[src/rtl/mario_anim_sched.sv]
// Mario sprite animation sequencer and sprite ROM address scheduler.
// Once per video frame it advances the stand/walk/jump animation and the
// facing direction; every pixel clock it registers the sprite ROM address
// and a hit flag for the current raster position.
module mario_anim_sched #(
  parameter int SPR_W       = 16,
  parameter int SPR_H       = 16,
  parameter int SCALE_LOG2  = 1,
  parameter int ANIM_DIV    = 6,
  parameter int JUMP_FRAMES = 30
) (
  input  logic       vga_clk,
  input  logic       reset_n,
  input  logic       frame_tick,
  input  logic [9:0] DrawX,
  input  logic [9:0] DrawY,
  input  logic       blank,
  input  logic [9:0] sprite_x,
  input  logic [9:0] sprite_y,
  input  logic       move_left,
  input  logic       move_right,
  input  logic       jump,
  input  logic       grounded,
  output logic [2:0] frame_sel,
  output logic       facing_left,
  output logic [7:0] rom_address,
  output logic       sprite_hit
);

  // Counter widths sized so the terminal value always fits.
  localparam int DIV_W  = (ANIM_DIV > 1)    ? $clog2(ANIM_DIV)    : 1;
  localparam int JCNT_W = (JUMP_FRAMES > 1) ? $clog2(JUMP_FRAMES) : 1;

  // On-screen footprint of the scaled sprite.
  localparam int BOX_W = SPR_W << SCALE_LOG2;
  localparam int BOX_H = SPR_H << SCALE_LOG2;

  // Frame codes presented to the frame-ROM mux.
  localparam logic [2:0] FRAME_STAND = 3'd0;
  localparam logic [2:0] FRAME_WALK1 = 3'd1;
  localparam logic [2:0] FRAME_WALK3 = 3'd3;
  localparam logic [2:0] FRAME_JUMP  = 3'd4;

  typedef enum logic [1:0] {
    ST_STAND = 2'd0,
    ST_WALK  = 2'd1,
    ST_JUMP  = 2'd2
  } animState_t;

  animState_t        state_q;
  logic [DIV_W-1:0]  divCnt_q;
  logic [JCNT_W-1:0] jumpCnt_q;
  logic [2:0]        frameSel_q;
  logic              facingLeft_q;
  logic [7:0]        romAddr_q;
  logic [7:0]        romAddr_d;
  logic              spriteHit_q;
  logic              spriteHit_d;

  logic              moving;
  logic              jumpStart;

  logic [10:0]       drawX11;
  logic [10:0]       drawY11;
  logic [10:0]       spriteX11;
  logic [10:0]       spriteY11;
  logic [10:0]       dx;
  logic [10:0]       dy;
  logic [10:0]       colIdx;
  logic [10:0]       rowIdx;
  logic [10:0]       colMir;
  logic              inBox;

  assign moving    = move_left ^ move_right;
  assign jumpStart = jump & grounded;

  // Animation FSM: all animation state and its registered outputs move only on frame ticks.
  always_ff @(posedge vga_clk) begin
    if (!reset_n) begin
      state_q      <= ST_STAND;
      divCnt_q     <= '0;
      jumpCnt_q    <= '0;
      frameSel_q   <= FRAME_STAND;
      facingLeft_q <= 1'b0;
    end else if (frame_tick) begin
      if (move_left && !move_right) begin
        facingLeft_q <= 1'b1;
      end else if (move_right && !move_left) begin
        facingLeft_q <= 1'b0;
      end

      case (state_q)
        ST_STAND: begin
          if (jumpStart) begin
            state_q    <= ST_JUMP;
            jumpCnt_q  <= '0;
            frameSel_q <= FRAME_JUMP;
          end else if (moving) begin
            state_q    <= ST_WALK;
            frameSel_q <= FRAME_WALK1;
            divCnt_q   <= '0;
          end
        end

        ST_WALK: begin
          if (jumpStart) begin
            state_q    <= ST_JUMP;
            jumpCnt_q  <= '0;
            frameSel_q <= FRAME_JUMP;
          end else if (!moving) begin
            state_q    <= ST_STAND;
            frameSel_q <= FRAME_STAND;
            divCnt_q   <= '0;
          end else if (divCnt_q == DIV_W'(ANIM_DIV - 1)) begin
            divCnt_q   <= '0;
            frameSel_q <= (frameSel_q == FRAME_WALK3) ? FRAME_WALK1 : frameSel_q + 3'd1;
          end else begin
            divCnt_q <= divCnt_q + DIV_W'(1);
          end
        end

        ST_JUMP: begin
          if (jumpCnt_q < JCNT_W'(JUMP_FRAMES - 1)) begin
            jumpCnt_q <= jumpCnt_q + JCNT_W'(1);
          end else if (grounded) begin
            divCnt_q <= '0;
            if (moving) begin
              state_q    <= ST_WALK;
              frameSel_q <= FRAME_WALK1;
            end else begin
              state_q    <= ST_STAND;
              frameSel_q <= FRAME_STAND;
            end
          end
        end

        default: begin
          state_q    <= ST_STAND;
          frameSel_q <= FRAME_STAND;
          divCnt_q   <= '0;
          jumpCnt_q  <= '0;
        end
      endcase
    end
  end

  // Raster hit test and texel address for the current pixel, in 11 bits so nothing wraps.
  always_comb begin
    drawX11   = {1'b0, DrawX};
    drawY11   = {1'b0, DrawY};
    spriteX11 = {1'b0, sprite_x};
    spriteY11 = {1'b0, sprite_y};
    dx        = drawX11 - spriteX11;
    dy        = drawY11 - spriteY11;
    colIdx    = dx >> SCALE_LOG2;
    rowIdx    = dy >> SCALE_LOG2;
    colMir    = facingLeft_q ? (11'(SPR_W - 1) - colIdx) : colIdx;
    inBox     = blank
              && (drawX11 >= spriteX11) && (drawX11 < spriteX11 + 11'(BOX_W))
              && (drawY11 >= spriteY11) && (drawY11 < spriteY11 + 11'(BOX_H));
    spriteHit_d = inBox;
    romAddr_d   = inBox ? 8'(rowIdx * 11'(SPR_W) + colMir) : 8'd0;
  end

  // Address pipeline stage: one posedge of latency so the ROM can sample on the following negedge.
  always_ff @(posedge vga_clk) begin
    if (!reset_n) begin
      romAddr_q   <= '0;
      spriteHit_q <= 1'b0;
    end else begin
      romAddr_q   <= romAddr_d;
      spriteHit_q <= spriteHit_d;
    end
  end

  assign frame_sel   = frameSel_q;
  assign facing_left = facingLeft_q;
  assign rom_address = romAddr_q;
  assign sprite_hit  = spriteHit_q;

endmodule

[config.mk]
export PLATFORM = sky130hd
export DESIGN_NAME = mario_anim_sched
export DESIGN_NICKNAME = d
export VERILOG_FILES = /design/src/rtl/mario_anim_sched.sv
export SDC_FILE = /design/constraint.sdc
export NUM_CORES = 1
export LEC_CHECK = 0
export BUFFER_PORTS_ARGS = -buffer_cell sky130_fd_sc_hd__buf_2
export CAP_MARGIN = 20
export CELL_PAD_IN_SITES_DETAIL_PLACEMENT = 1
export CELL_PAD_IN_SITES_GLOBAL_PLACEMENT = 2
export CORE_MARGIN = 2
export CORE_UTILIZATION = 33
export CTS_CLUSTER_DIAMETER = 100
export DETAILED_ROUTE_END_ITERATION = 10
export PLACE_DENSITY_LB_ADDON = 0.1
export SLEW_MARGIN = 30
export SYNTH_ARGS = -nofsm -noshare
export SYNTH_HDL_FRONTEND = slang
export SYNTH_SLANG_ARGS = --single-unit
export TNS_END_PERCENT = 50
[constraint.sdc]
create_clock -name vga_clk -period 5.96 [get_ports vga_clk]
set_input_delay 1.192 -clock vga_clk [delete_from_list [all_inputs] [get_ports vga_clk]]
set_output_delay 1.192 -clock vga_clk [all_outputs]
set_load 0.01 [all_outputs]
==> impl_results.md <==
- Initial antenna violation count: 0
- CP Launch Point: sprite_x[6]
- Core footprint: 6794 um^2
- Register area: 460.4 um^2
- Outcome: finished clean
- Syn_area_per_cell: 8.087 um^2
- Number of synthesized flops with an enable pin: 0
- Warnings from Yosys: 0
- Non-filler instance count after layout: 444
- Chip Height: 87.87 um
- CTS root buf: clkbuf_8
- Leading cell types in the layout, fill and taps excluded: 60 x buf_2, 37 x ha_1, 32 x inv_1
- CTS tree: built
- Dpl cell area: 2729 um^2
- Die width: 87.87 um
- Fin area: 2775 um^2
- Worst min-delay path startpoint: frame_sel[2]
- Initial core utilization: between 30 and 40%
- Hold WC Path Type: reg2reg
- Layout area overhead: 19.57%
- Multi-input gate area: 1728 um^2
- Seq/Total Area, Yosys: 19.84%
- Commonest non-fill, non-tap cell in the layout: buf_2
- Synthesized instance count: 287
- Post-Syn Nets: between 300 and 400
- Post CTS Setup Buffer Count: 0
- HPWL after DPL: 4948 um
- First-pass GRT wire length: 9528 um
- Flop pwr share: between 30% and 40%
- Sw frac: 34.61%
- Top FF cell, synth: dfxtp_1
- Final GP Congestion: around 0.77
- Nets: 437
- # DRC: 0
- Clk pwr share: ~20%
- Final Max Tran Viols: 0
- Row cnt: 30
- Internal power: 0.3094 mW
- Part of the power in combinational logic: 45.3%
- Pwr dens: ~170 nW/um^2
- Setup crit end kind: flop
- WP data required: 6160 ps
- H-tree levels: 1
- Routed Antenna Nets: 0
- GRT overflow: 0
- Setup TNS: 0 ps
- Diode count: 0
- CP startpoint kind: input pin
- Critical path arrival: approximately 4200 ps
- Peak VDD IR: 0.06239 mV
- Final wirelength: 5641 um
- Max-Cap Viols: 0
- Fin crit period: a little under 4000 ps
- Cell variety after synth: 48
- Max-slew headroom: 66.93%
- # placed instances: 440
- I/O pins: 61
- # fillers: 870
- Clk slew on worst S/H paths: 80 ps
- Final setup fails: 0
- Via count: 2163
- Total GRT Usage: 15.13%
- Reg-to-reg startpoint: facing_left
- Unrepaired setup endpoints after global routing: false
- Avg WL per Cell: roughly 13 um
- Endpoints failing hold: 0
- Leakage: 1.373 nW
- Worst Path Class, Setup: in2reg
- I/O Buffers: 60
- Initial DRC Count: 35
- Router iterations before antenna repair: 4
- Share of cells above drive strength 1: 20.98%
- Worst slew pin tran: 493.7 ps
- Vias in the first global route: between 2000 and 2500
- Drt via density: 4.872
- P_sw: between 0.15 and 0.2 mW
- Async SR Flop Fraction: 0%
- Seq cells post-synth: 23
- CTS resizes: 0
- Fmax: roughly 250 MHz
- Hold_buf cts: 0
- Fin Clk Skew: 3.126 ps
- Fin Hold WS: 508.7 ps
- Clock Sinks: 23
- Worst Path Max Fanout: 9
- Final Cycle Share: between 60 and 70%
- Mapped cell area: about 2300 um^2
- Num CTS Buffers: 3
- Maximum root-to-sink buffer count: 2
- Final Util: around two fifths
- Full die area: 7720 um^2
- Worst-skew pair later-pin latency: around 260 ps
- Pin count of the biggest net entering global routing: 14
==> worst paths after layout <==
check | endpoint | slack, ps | cells past startpoint
worst min register to register | frame_sel[2] | 510 | 2
worst min-delay path | frame_sel[2] | 510 | 2
worst max-delay path | rom_address[7] | 2000 | 14
worst max register to register | rom_address[7] | 3820 | 7
==> synthesized netlist by cell type (4+ instances only) <==
cell      number  area, um^2
ha_1          37       462.9
inv_1         32       120.1
nor2_1        28       105.1
dfxtp_1       23       460.4
nand2_1       23       86.33
xnor2_1       16       140.1
a21oi_1       15       75.07
o21ai_0       13       65.06
nand3_1       10       50.05
xor2_1        10       87.58
a21o_1         6       45.04
nand2b_1       6       37.54
nor2b_1        6       37.54
nor3_1         5       25.02
a31oi_1        4       25.02
nand4_1        4       25.02
o211ai_1       4       30.03
o21a_1         4       30.03
==> state kept, by name (all words and copies together) (netlist names) <==
register,cells
rom_address,8
jumpCnt_q,5
divCnt_q,3
frame_sel,3
state_q,2
facing_left,1
sprite_hit,1
==> layout make-up <==
type / count / area share (%)
sequential: 23 / 16.59
multi-input combinational: 229 / 62.26
clock inverter: 1 / 0.1803
clock buffer: 3 / 1.488
tap: 96 / 4.328
timing repair buffer: 60 / 10.82
inverter: 32 / 4.328
==> stage by stage <==
stage	power (mW)	worst slack, ps
after detailed placement	0.3849	1703
after floorplan	0.3269	2041
after global placement	0.3818	1779
after global routing	0.5126	1777
after CTS	0.4820	1980
final	0.4732	2004
==> layer usage <==
metal / vias up / part of all wire (%) / GRT usage [%]
li1: 1129 / - / -
met1: 997 / 48 / 19.82
met2: 33 / 49 / 27.41
met3: 4 / 2.3 / 0.9425
met4: 0 / 0.74 / 2.937
met5: - / 0 / 0
==> logic make-up (layout without fill, tap and decap cells) <==
family                     Yosys count  after routing  synth area share, %
and+or+nand+nor                     94             94                20.05
AOI/OAI and AO/OA                   66             66                20.22
adders and majority gates           40             40                22.53
buffers and inverters               35             96                5.714
xor gates and xnor gates            27             27                10.78
DFF                                 23             23                19.84
muxes                                2              2               0.8626
==> critical path: stages <==
cell and delay [ps]:
buf_2 100, inv_1 60, ha_1 400, or4b_2 600, o2111ai_1 120, a211oi_2 80, o21ai_0 110, nand2_1 90
xnor2_1 150, ha_1 340, and3_1 230, a221oi_4 260, xnor3_1 330, nor2_1 80
==> power groups by stage <==
stage	clock, mW	combinational [mW]	sequential, mW
after floorplan	0	0.162	0.165
after global placement	0	0.215	0.167
after detailed placement	0	0.218	0.167
after CTS	0.0993	0.219	0.163
after global routing	0.105	0.244	0.164
final	0.0957	0.214	0.163
Note: power is estimated with default switching activity, not from simulation.
